--- src/rtl/i2s_lj_transmitter.sv ---
// ----------------------------------------------------------------------------
// i2s_lj_transmitter
//
// Serialises one stereo PCM pair per sample tick into a left-justified
// BCLK/LRCK/SDATA stream for an external DAC. Samples arrive through a
// one-entry valid/ready holding register; each rising edge of sample_clk
// (same clock domain as clk_in) starts one frame of 2*SLOT_BITS bit clocks.
//
// Optional feature macro: I2S_UNDERRUN_REPEAT_EN
//   defined   : an underrun frame repeats the last transmitted pair
//   undefined : an underrun frame sends all-zero slots
//
// Ports
//   clk_in      in   system clock, all logic on its rising edge
//   reset       in   synchronous, active-high
//   sample_clk  in   divided sample-rate clock; rising edge = frame start
//   s_left      in   left sample, two's complement
//   s_right     in   right sample, two's complement
//   s_valid     in   sample pair valid
//   s_ready     out  holding register empty
//   bclk        out  bit clock
//   lrck        out  1 = left slot, 0 = right slot
//   sdata       out  serial data, MSB first
//   underrun    out  one-cycle pulse: frame started with nothing held
//   frame_err   out  one-cycle pulse: sample tick during an active frame
// ----------------------------------------------------------------------------
module i2s_lj_transmitter #(
  parameter int SAMPLE_WIDTH = 16,
  parameter int SLOT_BITS    = 32,
  parameter int BCLK_HALF    = 8
) (
  input  logic                    clk_in,
  input  logic                    reset,
  input  logic                    sample_clk,
  input  logic [SAMPLE_WIDTH-1:0] s_left,
  input  logic [SAMPLE_WIDTH-1:0] s_right,
  input  logic                    s_valid,
  output logic                    s_ready,
  output logic                    bclk,
  output logic                    lrck,
  output logic                    sdata,
  output logic                    underrun,
  output logic                    frame_err
);

  localparam int FRAME_BITS = 2 * SLOT_BITS;
  localparam int BIT_W      = (FRAME_BITS > 1) ? $clog2(FRAME_BITS) : 1;
  localparam int PH_W       = $clog2(2 * BCLK_HALF);

  // Phase counter value at which bclk goes high, and the last phase of a bit.
  localparam logic [PH_W-1:0]  PH_HIGH   = PH_W'(BCLK_HALF);
  localparam logic [PH_W-1:0]  PH_LAST   = PH_W'(2 * BCLK_HALF - 1);
  localparam logic [BIT_W-1:0] BIT_RIGHT = BIT_W'(SLOT_BITS);
  localparam logic [BIT_W-1:0] BIT_LAST  = BIT_W'(FRAME_BITS - 1);

  localparam logic [0:0] ST_IDLE   = 1'b0;
  localparam logic [0:0] ST_ACTIVE = 1'b1;

  logic [0:0]              state_q, state_d;
  logic                    sc_q, sc_d;
  logic                    hold_full_q, hold_full_d;
  logic [SAMPLE_WIDTH-1:0] hold_l_q, hold_l_d;
  logic [SAMPLE_WIDTH-1:0] hold_r_q, hold_r_d;
  logic [FRAME_BITS-1:0]   shift_q, shift_d;
  logic [PH_W-1:0]         phase_q, phase_d;
  logic [BIT_W-1:0]        bit_q, bit_d;
  logic                    bclk_q, bclk_d;
  logic                    lrck_q, lrck_d;
  logic                    sdata_q, sdata_d;
  logic                    underrun_q, underrun_d;
  logic                    frame_err_q, frame_err_d;

`ifdef I2S_UNDERRUN_REPEAT_EN
  logic [SAMPLE_WIDTH-1:0] last_l_q, last_l_d;
  logic [SAMPLE_WIDTH-1:0] last_r_q, last_r_d;
`endif

  logic                    tick;
  logic                    ready_int;
  logic                    accept;
  logic [SAMPLE_WIDTH-1:0] load_l;
  logic [SAMPLE_WIDTH-1:0] load_r;
  logic [PH_W-1:0]         phase_next;
  logic [BIT_W-1:0]        bit_next;

  // Lay out one whole frame: each sample sits at the top of its slot, the
  // unused slot bits below it stay zero. Shifting left one bit per BCLK
  // then presents the stream MSB first.
  function automatic logic [FRAME_BITS-1:0] pack_frame(
    input logic [SAMPLE_WIDTH-1:0] l,
    input logic [SAMPLE_WIDTH-1:0] r
  );
    logic [FRAME_BITS-1:0] f;
    f = '0;
    f[FRAME_BITS-1 -: SAMPLE_WIDTH] = l;
    f[SLOT_BITS-1  -: SAMPLE_WIDTH] = r;
    return f;
  endfunction

  assign ready_int  = ~hold_full_q;
  assign s_ready    = ready_int & ~reset;
  assign accept     = s_valid & ready_int;
  assign tick       = sample_clk & ~sc_q;
  assign phase_next = phase_q + 1'b1;
  assign bit_next   = bit_q + 1'b1;

  always_comb begin
    state_d     = state_q;
    sc_d        = sample_clk;
    hold_full_d = hold_full_q;
    hold_l_d    = hold_l_q;
    hold_r_d    = hold_r_q;
    shift_d     = shift_q;
    phase_d     = phase_q;
    bit_d       = bit_q;
    bclk_d      = bclk_q;
    lrck_d      = lrck_q;
    sdata_d     = sdata_q;
    underrun_d  = 1'b0;
    frame_err_d = 1'b0;
`ifdef I2S_UNDERRUN_REPEAT_EN
    last_l_d    = last_l_q;
    last_r_d    = last_r_q;
`endif

    // Fallback pair used when a frame starts with nothing held.
`ifdef I2S_UNDERRUN_REPEAT_EN
    load_l = last_l_q;
    load_r = last_r_q;
`else
    load_l = '0;
    load_r = '0;
`endif

    // A full register never accepts, so the capture below cannot collide
    // with the frame load clearing hold_full.
    if (accept) begin
      hold_l_d    = s_left;
      hold_r_d    = s_right;
      hold_full_d = 1'b1;
    end

    case (state_q)
      ST_IDLE: begin
        if (tick) begin
          if (hold_full_q) begin
            load_l      = hold_l_q;
            load_r      = hold_r_q;
            hold_full_d = 1'b0;
          end else begin
            underrun_d = 1'b1;
          end
          shift_d = pack_frame(load_l, load_r);
          state_d = ST_ACTIVE;
          phase_d = '0;
          bit_d   = '0;
          bclk_d  = 1'b0;
          lrck_d  = 1'b1;
          sdata_d = load_l[SAMPLE_WIDTH-1];
`ifdef I2S_UNDERRUN_REPEAT_EN
          last_l_d = load_l;
          last_r_d = load_r;
`endif
        end
      end

      ST_ACTIVE: begin
        if (tick) begin
          frame_err_d = 1'b1;
        end
        if (phase_q == PH_LAST) begin
          // Falling BCLK edge: the only place lrck/sdata may change.
          phase_d = '0;
          bclk_d  = 1'b0;
          if (bit_q == BIT_LAST) begin
            state_d = ST_IDLE;
            bit_d   = '0;
            shift_d = '0;
            lrck_d  = 1'b0;
            sdata_d = 1'b0;
          end else begin
            bit_d   = bit_next;
            shift_d = shift_q << 1;
            lrck_d  = (bit_next < BIT_RIGHT);
            sdata_d = shift_q[FRAME_BITS-2];
          end
        end else begin
          phase_d = phase_next;
          bclk_d  = (phase_next >= PH_HIGH);
        end
      end

      default: begin
        state_d = ST_IDLE;
      end
    endcase
  end

  always_ff @(posedge clk_in) begin
    if (reset) begin
      state_q     <= ST_IDLE;
      sc_q        <= 1'b0;
      hold_full_q <= 1'b0;
      hold_l_q    <= '0;
      hold_r_q    <= '0;
      shift_q     <= '0;
      phase_q     <= '0;
      bit_q       <= '0;
      bclk_q      <= 1'b0;
      lrck_q      <= 1'b0;
      sdata_q     <= 1'b0;
      underrun_q  <= 1'b0;
      frame_err_q <= 1'b0;
`ifdef I2S_UNDERRUN_REPEAT_EN
      last_l_q    <= '0;
      last_r_q    <= '0;
`endif
    end else begin
      state_q     <= state_d;
      sc_q        <= sc_d;
      hold_full_q <= hold_full_d;
      hold_l_q    <= hold_l_d;
      hold_r_q    <= hold_r_d;
      shift_q     <= shift_d;
      phase_q     <= phase_d;
      bit_q       <= bit_d;
      bclk_q      <= bclk_d;
      lrck_q      <= lrck_d;
      sdata_q     <= sdata_d;
      underrun_q  <= underrun_d;
      frame_err_q <= frame_err_d;
`ifdef I2S_UNDERRUN_REPEAT_EN
      last_l_q    <= last_l_d;
      last_r_q    <= last_r_d;
`endif
    end
  end

  assign bclk      = bclk_q;
  assign lrck      = lrck_q;
  assign sdata     = sdata_q;
  assign underrun  = underrun_q;
  assign frame_err = frame_err_q;

endmodule

--- config.mk ---
export PLATFORM = sky130hd
export DESIGN_NAME = i2s_lj_transmitter
export DESIGN_NICKNAME = d
export VERILOG_FILES = /design/src/rtl/i2s_lj_transmitter.sv
export SDC_FILE = /design/constraint.sdc
export NUM_CORES = 1
export LEC_CHECK = 0
export ABC_AREA = 1
export ABC_CLOCK_PERIOD_IN_PS = 1600
export CAP_MARGIN = 15
export CORE_AREA = 4 4 123 125
export DETAILED_ROUTE_END_ITERATION = 10
export DIE_AREA = 0 0 127 129
export DONT_BUFFER_PORTS = 1
export SYNTH_ARGS = -nofsm -noshare
export SYNTH_HDL_FRONTEND = slang
export SYNTH_SLANG_ARGS = --single-unit
--- constraint.sdc ---
create_clock -name clk_in -period 1.6 [get_ports clk_in]
set_clock_uncertainty 0.1 [all_clocks]
set_input_delay 0.48 -clock clk_in [delete_from_list [all_inputs] [get_ports clk_in]]
set_output_delay 0.48 -clock clk_in [all_outputs]
set_load 0.01 [all_outputs]
* After elaboration in Yosys (flattened, before gate mapping)
Index checks and enable logic that the tools add are counted.
Operators by class: $add $sub $neg 2, $mul 0, div/mod/pow operators 0, order comparisons 2, equal/unequal tests 4, shift-type cells 0, mux-type cells 33, bitwise gates (word level) 8, reduce and logical (&&, ||, !) cells 3
Operators by type and width (number):
- $mux 63 | 3
- $pmux 63 s2 | 1
- $mux 16 | 2
- $mux 6 | 3
- $mux 1 | 16
- $pmux 6 s2 | 1
- $mux 4 | 2
- $pmux 1 s2 | 4
- $pmux 4 s2 | 1
- $add 6x1->6 const B | 1
- $eq 6x6->1 const B | 1
- $lt 6x6->1 const B | 1
- $not 1->1 | 5
- $add 4x1->4 const B | 1
- $eq 4x4->1 const B | 1
- $ge 4x4->1 const B | 1
- $and 1x1->1 | 3
- $reduce_or 3->1 | 1
- $ne 2x1->1 const B | 1
- $ne 2x2->1 const B | 1
- $reduce_and 2->1 | 1
- $reduce_or 2->1 | 1
Storage, ports and cells: register bits after elaboration 113, latch bits 0, RAM bits 0, ROM bits 0, output and inout bits 6, word-level logic and storage cells 65, memories 0

* Longest topological paths before layout
Gate-level depths: netlist of run 1.
depth in word-level cells 6, mapped depth 8, depth with buffers taken out 7

* Least setup slack after synthesis of run 1
No wires, ideal clock.
path kind register to register, start point reg bit_q[0], end point reg shift_q[17], data arrival time 1227 ps, setup slack 157 ps, cell stages (with the launch flop) 8, buffers on the path 1, path through dfxtp_1 ha_1 nand3_2 nor2_4 buf_4 nor2_1 nor2_1 nor2_1
Between the ends: word-level cells in the longest chain between the ends 4
RTL lines:
- start: declaration | line 66 | logic [BIT_W-1:0] bit_q, bit_d;
- start signal: assignment | line 226 | bit_q <= bit_d;
- $eq 6x6->1 | line 175 | if (bit_q == BIT_LAST) begin
- $mux 63 | line 175
- $mux 63 | line 171 | if (phase_q == PH_LAST) begin
- $pmux 63 s2 | line 143 | case (state_q)
- end signal: assignment | line 224 | shift_q <= shift_d;
- end: declaration | line 64 | logic [FRAME_BITS-1:0] shift_q, shift_d;
No other way between the ends. The select of a mux whose other input is x is not followed. A chain may end at the register's enable or synchronous reset.

* Worst setup path after layout of run 1
start point reg phase_q[0], end point reg shift_q[32]
Between the ends: word-level cells in the longest chain between the ends 3
RTL lines:
- start: declaration | line 65 | logic [PH_W-1:0] phase_q, phase_d;
- start signal: assignment | line 225 | phase_q <= phase_d;
- $eq 4x4->1 | line 171
- $ne 2x1->1 (no line)
- $reduce_and 2->1 (no line)
No other way between the ends.

==> parameters.txt, run 1 <==
Parameter                              Value

Floorplan
  Chip Width ... 127 um
  Top-Level Pins ... 42
  Std-Cell Core Area ... 13,900 um^2
  Effective utilization at floorplan ... 0.297
  Die ar. ... 16,400 um^2
  Placement Rows ... 43
  Vertical extent of the die ... 129 um

Placed design
  Post-DP HPWL ... 6.04 mm
  Number of buffer cells added on primary ports ... 0
  Minimum setup slack after placement ... 81.5 ps
  Gpl congestion ... 0.768

Yosys
  Most instantiated library cell after synthesis ... sky130_fd_sc_hd__nor2_1
  Count of different cell masters after synthesis ... 25
  Cell Area, Synth ... 4120 um^2
  Area leader, netlist ... sky130_fd_sc_hd__dfxtp_1
  Fraction of registers with async set or reset after synthesis ... 0
  Yosys warning count ... 0
  Top cells by area in the synthesized netlist ... sky130_fd_sc_hd__dfxtp_1 (47%), sky130_fd_sc_hd__nor2_1 (15%), sky130_fd_sc_hd__nand2_1 (11%)
  Seq/Total Area, Yosys ... 0.471
  Synthesized net count ... 632
  Number of enable flip-flop cells after synthesis ... 0
  Cell count after synthesis ... 594
  Most used standard cells in the synthesized netlist ... sky130_fd_sc_hd__nor2_1 (170), sky130_fd_sc_hd__nand2_1 (125), sky130_fd_sc_hd__dfxtp_1 (97)
  Top FF cell, synth ... sky130_fd_sc_hd__dfxtp_1
  Number of synthesized register bits ... 97
  Portion of synthesized cell area occupied by the leading cell type ... 0.471
  Post-Synthesis Mean Instance Area ... 6.94 um^2

Power
  Portion of total power attributed to sequential cells ... 0.509
  Net switching share of the total power ... 0.263
  Logic pwr share ... 0.104
  Total net switching power ... 1.36 mW
  Total power per unit cell area ... 1080 nW/um^2
  Reported leakage power ... 1.93 nW
  Worst voltage drop across the vdd grid ... 0.000890 V
  Int Power ... 3.81 mW
  Clock Power Share ... 0.387

Critical path
  Capture point of the critical path ... shift_q[32]$_SDFFE_PP0P_
  Data arrival time at the worst-slack endpoint ... 1730 ps
  Critical path launch point ... phase_q[0]$_SDFFE_PP0P_
  Path depth of the worst reg2reg path ... 5
  Startpoint of the worst register-to-register path ... phase_q[0]$_SDFFE_PP0P_
  Maximum fanout along the worst path ... 8
  End of the worst register-to-register path ... shift_q[32]$_SDFFE_PP0P_
  Required time at the worst-slack endpoint ... 1780 ps
  Type of element launching the critical path ... register
  Worst Setup Path Type ... register to register
  Kind of capture point of the worst setup path ... register
  Slack of the worst reg-to-reg path ... 50 ps

Status
  Status ... finished, final reports clean

STA
  Final critical-path setup slack ... 46.3 ps
  Slew of the pin with the lowest slew margin ... 398 ps
  Setup Total Neg Slack ... 0 ps
  Unrepaired setup endpoints after global routing ... yes
  Fin crit period ... 1550 ps
  Final count of hold timing violations ... 0
  Maximum frequency from static timing analysis ... 644 MHz
  Remaining max-slew budget at the tightest pin ... 0.735
  Period utilization ... 0.971
  Total count of max-transition violations in the final report ... 0
  Count of endpoints failing setup in the final report ... 0

Clocking
  Bufs on Longest Clock Path ... 2
  Number of buffers created by CTS ... 9
  Clock edge transition at the registers on the reported setup and hold paths ... 60 ps
  Cts-stage hold buffer count ... 0
  Clock latency on the worst-skew pair ... 340 ps
  Number of H-tree levels ... 3
  Post-CTS setup-driven buffer insertion count ... 0
  Clock tree root driver cell ... sky130_fd_sc_hd__clkbuf_16
  TritonCTS clock tree ... done
  Sinks on the clock net ... 97

Global routing
  Number of global-route vias before repair ... 3,191
  Remaining Overflow, GRT ... 0
  Maximum number of pins on one net before global-route repair ... 51
  GRT Total Usage ... 0.116
  Global-route wire length before repair ... 15.5 mm
  Number of antenna violations at the first check in global routing ... 0

Final layout
  Fill cells ... 1,505
  N_diodes ... 0
  Share of layout cells above drive strength 1 ... 0.103
  Layout net count ... 636
  Area growth from synthesis to layout ... 15.6%

Drt
  DRC violation count after routing ... 0
  Number of iterations in the first detailed-routing pass ... 4
  Routed via count divided by cell count ... 4.62
  Routed via count ... 3,605
  Per-cell routed wire length ... 12.1 um
  Iteration-0 DRC count of the detailed router ... 184
  Remaining antenna violation count after routing ... 0
  Post-detailed-routing wire length ... 9.44 mm

Hold path
  Min-delay worst type ... input port to register

Job
  Max-cap violations ... 0
-- registers in the layout, indices dropped and copies added (netlist names), 4 cells and up --
register and cells:
hold_l_q 16, shift_q 47, hold_r_q 16, bit_q 6, phase_q 4
-- per-stage QoR --
step	hold slack, ps	utilization	power [mW]	area (um^2)	cells
after CTS	82.4	0.339	5.23	4700	779
after global placement	331	0.319	3.20	4430	765
final	98.9	0.343	5.17	4770	781
after global routing	81.3	0.343	5.44	4770	781
after floorplan	319	-	3.06	4120	594
after detailed placement	335	0.319	3.21	4430	765
-- cell usage in the layout, fill, tap and decap left out, types with 3 or more instances in the layout --
cell                        count
sky130_fd_sc_hd__nor2_1       169
sky130_fd_sc_hd__nand2_1      125
sky130_fd_sc_hd__dfxtp_1       94
sky130_fd_sc_hd__o21ai_0       69
sky130_fd_sc_hd__nand3_1       49
sky130_fd_sc_hd__buf_4         21
sky130_fd_sc_hd__inv_1         11
sky130_fd_sc_hd__clkbuf_16     10
sky130_fd_sc_hd__a21oi_1        9
sky130_fd_sc_hd__o21ai_1        7
sky130_fd_sc_hd__buf_12         5
sky130_fd_sc_hd__nor2_4         4
sky130_fd_sc_hd__dfxtp_2        3
sky130_fd_sc_hd__inv_6          3
sky130_fd_sc_hd__buf_6          3
-- cell type report --
class	count	area [um^2]	area share
Multi-Input combinational cell	447	1960	0.412
Clock inverter	5	41.3	0.00866
Timing Repair Buffer	30	317	0.0664
Clock buffer	9	225	0.0472
Inverter	13	51.3	0.0108
Sequential cell	97	1950	0.408
Tap cell	180	225	0.0472
-- worst min-delay path by stage --
| stage | start | endpoint | slack (ps) | cells after the start |
|---|---|---|---|---|
| after floorplan | shift_q[16]$_SDFFE_PP0P_ | shift_q[16]$_SDFFE_PP0P_ | 320 | 2 |
| after global placement | shift_q[41]$_SDFFE_PP0P_ | shift_q[42]$_SDFFE_PP0P_ | 330 | 2 |
| after detailed placement | shift_q[43]$_SDFFE_PP0P_ | shift_q[44]$_SDFFE_PP0P_ | 330 | 2 |
| after CTS | reset | shift_q[38]$_SDFFE_PP0P_ | 80 | 1 |
| after global routing | reset | phase_q[3]$_SDFFE_PP0P_ | 80 | 1 |
| final | reset | shift_q[32]$_SDFFE_PP0P_ | 100 | 1 |
-- worst max-delay path: stages (launching register included) --
cell,delay [ps]
sky130_fd_sc_hd__dfxtp_1,350
sky130_fd_sc_hd__ha_2,210
sky130_fd_sc_hd__nand4_2,160
sky130_fd_sc_hd__nor2_2,380
sky130_fd_sc_hd__nand2_1,150
sky130_fd_sc_hd__a21oi_1,140
-- per-layer routing --
layer	global-route usage	vias up	wire, um
met1	0.155	1637	4650
met3	0.0448	4	459
met4	0.0303	0	61
met5	0	-	0
li1	-	1902	-
met2	0.177	62	4270
-- what timing repair did --
action,4_1_cts,5_1_grt
resized for setup,2,11
setup endpoints to repair,1,41
hold endpoints to repair,0,0
gates cloned,0,2
pin swaps,0,3
-- power by group through the flow --
stage          Clock (mW)  Combinational (mW)  Sequential, mW
3_3_place_gp            0               0.524            2.68
5_1_grt              2.17               0.620            2.65
2_1_floorplan           0               0.401            2.66
4_1_cts              2.07               0.531            2.63
6_report             2.00               0.539            2.63
3_5_place_dp            0               0.527            2.68
-- kinds of logic after synthesis --
logic type	count (synthesis)	synth area share
compound gates	86	0.105
xor+xnor	3	0.00637
fa+ha+maj	2	0.00607
buf+inv	50	0.0598
flops	97	0.471
simple gates	356	0.351
No activity file was read; power rests on OpenSTA's default activity.
==> run 2, diff against run 1 <==
Settings changed: CAP_MARGIN 15 to default, CTS_CLUSTER_SIZE from default to 30, PLACE_DENSITY from default to 0.53.
==> parameters.txt, run 2 (synthesized netlist as in run 1, its figures left out) <==
Parameter                              Value

Critical path
  Highest-delay cell along the critical path ... sky130_fd_sc_hd__dfxtp_1 (was sky130_fd_sc_hd__nor2_2)
  Type of element launching the critical path ... register (unchanged)
  Kind of capture point of the worst setup path ... primary output (was register)
  Data arrival time at the worst-slack endpoint ... 940 ps (was 1730 ps)
  Path depth of the worst reg2reg path ... 8 (was 5)
  Startpoint of the worst register-to-register path ... bit_q[0]$_SDFFE_PP0P_ (was phase_q[0]$_SDFFE_PP0P_)
  Critical path's top delay family ... flip-flops (was simple AND/OR/NAND/NOR gates)
  Slack of the worst reg-to-reg path ... 100 ps (was 50 ps)
  Crit path buffers/inverters ... 0 (unchanged)
  Maximum fanout along the worst path ... 4 (was 8)
  Largest stage delay, worst path ... 330 ps (was 380 ps)
  Cells along the critical path ... nor2_1 (was ha_2 > nand4_2 > nor2_2 > nand2_1 > a21oi_1)
  Required time at the worst-slack endpoint ... 1020 ps (was 1780 ps)
  Worst Setup Path Type ... register to primary output (was register to register)
  End of the worst register-to-register path ... shift_q[38]$_SDFFE_PP0P_ (was shift_q[32]$_SDFFE_PP0P_)

Final layout
  Top Registers ... shift_q: 47 flops, hold_l_q: 16 flops, hold_r_q: 16 flops (unchanged)
  Count of non-filler cells in the finished layout ... 778 (was 781)
  Largest register by flop count ... shift_q (unchanged)
  Fill cells ... 1,529 (was 1,505)
  Commonest non-fill, non-tap cell in the layout ... sky130_fd_sc_hd__nor2_1 (unchanged)
  Layout net count ... 631 (was 636)
  Final core area utilization ... 0.346 (was 0.343)
  N_diodes ... 0 (unchanged)
  Share of layout cells above drive strength 1 ... 0.102 (was 0.103)
  Most frequent cells in the layout ... sky130_fd_sc_hd__nor2_1 (170), sky130_fd_sc_hd__nand2_1 (125), sky130_fd_sc_hd__dfxtp_1 (91) (was sky130_fd_sc_hd__nor2_1 (169), sky130_fd_sc_hd__nand2_1 (125), sky130_fd_sc_hd__dfxtp_1 (94))
  Area growth from synthesis to layout ... 16.6% (was 15.6%)
  Number of flip-flops in the largest register ... 47 (unchanged)

Floorplan
  Die ar. ... 16,400 um^2 (unchanged)
  Std-Cell Core Area ... 13,900 um^2 (unchanged)
  Placement Rows ... 43 (unchanged)
  Effective utilization at floorplan ... 0.297 (unchanged)
  Chip Width ... 127 um (unchanged)
  Vertical extent of the die ... 129 um (unchanged)
  Top-Level Pins ... 42 (unchanged)

Status
  Status ... finished, final reports clean (unchanged)

STA
  Final count of hold timing violations ... 0 (unchanged)
  Total count of max-transition violations in the final report ... 0 (unchanged)
  Slew of the pin with the lowest slew margin ... 341 ps (was 398 ps)
  Period utilization ... 0.948 (was 0.971)
  Count of endpoints failing setup in the final report ... 0 (unchanged)
  Worst hold slack ... 92.8 ps (was 98.9 ps)
  Maximum frequency from static timing analysis ... 659 MHz (was 644 MHz)
  Final critical-path setup slack ... 83.3 ps (was 46.3 ps)
  Remaining max-slew budget at the tightest pin ... 0.773 (was 0.735)
  Fin crit period ... 1520 ps (was 1550 ps)

Drt
  Number of iterations in the first detailed-routing pass ... 6 (was 4)
  DRC violation count after routing ... 0 (unchanged)
  Routed via count ... 3,607 (was 3,605)
  Routed via count divided by cell count ... 4.64 (was 4.62)
  Per-cell routed wire length ... 12.6 um (was 12.1 um)
  Remaining antenna violation count after routing ... 0 (unchanged)
  Post-detailed-routing wire length ... 9.79 mm (was 9.44 mm)
  Iteration-0 DRC count of the detailed router ... 169 (was 184)

Power
  Total power per unit cell area ... 1120 nW/um^2 (was 1080 nW/um^2)
  Reported leakage power ... 1.94 nW (was 1.93 nW)
  Worst voltage drop across the vdd grid ... 0.000576 V (was 0.000890 V)
  Total power draw ... 5.39 mW (was 5.17 mW)

Global routing
  GRT Total Usage ... 0.125 (was 0.116)
  Number of antenna violations at the first check in global routing ... 0 (unchanged)
  Number of global-route vias before repair ... 3,577 (was 3,191)
  Global-route wire length before repair ... 16.6 mm (was 15.5 mm)
  Maximum number of pins on one net before global-route repair ... 62 (was 51)
  Remaining Overflow, GRT ... 0 (unchanged)

Placed design
  Gpl congestion ... 0.775 (was 0.768)
  Number of buffer cells added on primary ports ... 0 (unchanged)
  Post-DP HPWL ... 6.30 mm (was 6.04 mm)
  Dpl cells ... 758 (was 765)
  Minimum setup slack after placement ... -3.45 ps (was 81.5 ps)

Clocking
  Sinks on the clock net ... 97 (unchanged)
  Number of buffers created by CTS ... 9 (unchanged)
  Bufs on Longest Clock Path ... 2 (unchanged)
  Clock tree root driver cell ... sky130_fd_sc_hd__clkbuf_16 (unchanged)
  Clock latency on the worst-skew pair ... 350 ps (was 340 ps)
  Cts-stage hold buffer count ... 0 (unchanged)
  Clock edge transition at the registers on the reported setup and hold paths ... 70 ps (was 60 ps)
  TritonCTS clock tree ... done (unchanged)
  Number of H-tree levels ... 3 (unchanged)

Job
  Max-cap violations ... 0 (unchanged)

Hold path
  Min-delay worst type ... input port to register (unchanged)
  Destination of the worst hold path ... bclk$_SDFFE_PP0P_ (was shift_q[32]$_SDFFE_PP0P_)
  Hold wc startpoint ... reset (unchanged)
  Worst hold path stage count ... 1 (unchanged)
[run 2: through the flow]
step / setup TNS, ps / instance area (um^2)
CTS: 0 / 4670
finish: 0 / 4810
global placement: 0 / 4360
floorplan: 0 / 4120
detailed placement: -6.62 / 4360
global route: -16.5 / 4810
[run 2: worst max-delay path by stage]
stage,cells past startpoint,end,slack (ps),startpoint
2_1_floorplan,7,shift_q[17]$_SDFFE_PP0P_,160,bit_q[0]$_SDFFE_PP0P_
3_3_place_gp,7,shift_q[53]$_SDFFE_PP0P_,60,phase_q[0]$_SDFFE_PP0P_
3_5_place_dp,7,sdata$_SDFFE_PP0P_,-3,phase_q[0]$_SDFFE_PP0P_
4_1_cts,7,shift_q[24]$_SDFFE_PP0P_,20,phase_q[0]$_SDFFE_PP0P_
5_1_grt,8,bit_q[3]$_SDFFE_PP0P_,-9,bit_q[1]$_SDFFE_PP0P_
6_report,1,s_ready,80,hold_full_q$_SDFF_PP0_
[run 2: report_power, final]
group / total [mW] / internal (mW) / switching, mW
logic: 0.527 / 0.191 / 0.336
registers: 2.64 / 2.56 / 0.0807
clock network: 2.22 / 1.27 / 0.957
[run 2: layout make-up]
type	instances	area (um^2)	area share
Multi-Input combinational cell	447	1990	0.414
Sequential cell	97	1950	0.406
Timing Repair Buffer	25	285	0.0594
Clock buffer	11	243	0.0505
Tap cell	180	225	0.0469
Clock inverter	5	61.3	0.0128
Inverter	13	51.3	0.0107
[run 2: per-layer routing]
layer | vias to the layer above | track usage | wire length, um
li1 | 1891 | - | -
met1 | 1643 | 0.155 | 4750
met3 | 12 | 0.0407 | 435
met4 | 0 | 0.0530 | 226
met5 | - | 0 | 0
met2 | 61 | 0.202 | 4380
[run 2: what timing repair did]
| item | CTS | global route |
|---|---|---|
| cloned | 0 | 2 |
| gates resized for setup | 1 | 17 |
| setup endpoints to repair | 3 | 53 |
| buffers inserted | 0 | 2 |
| pin swaps | 0 | 2 |
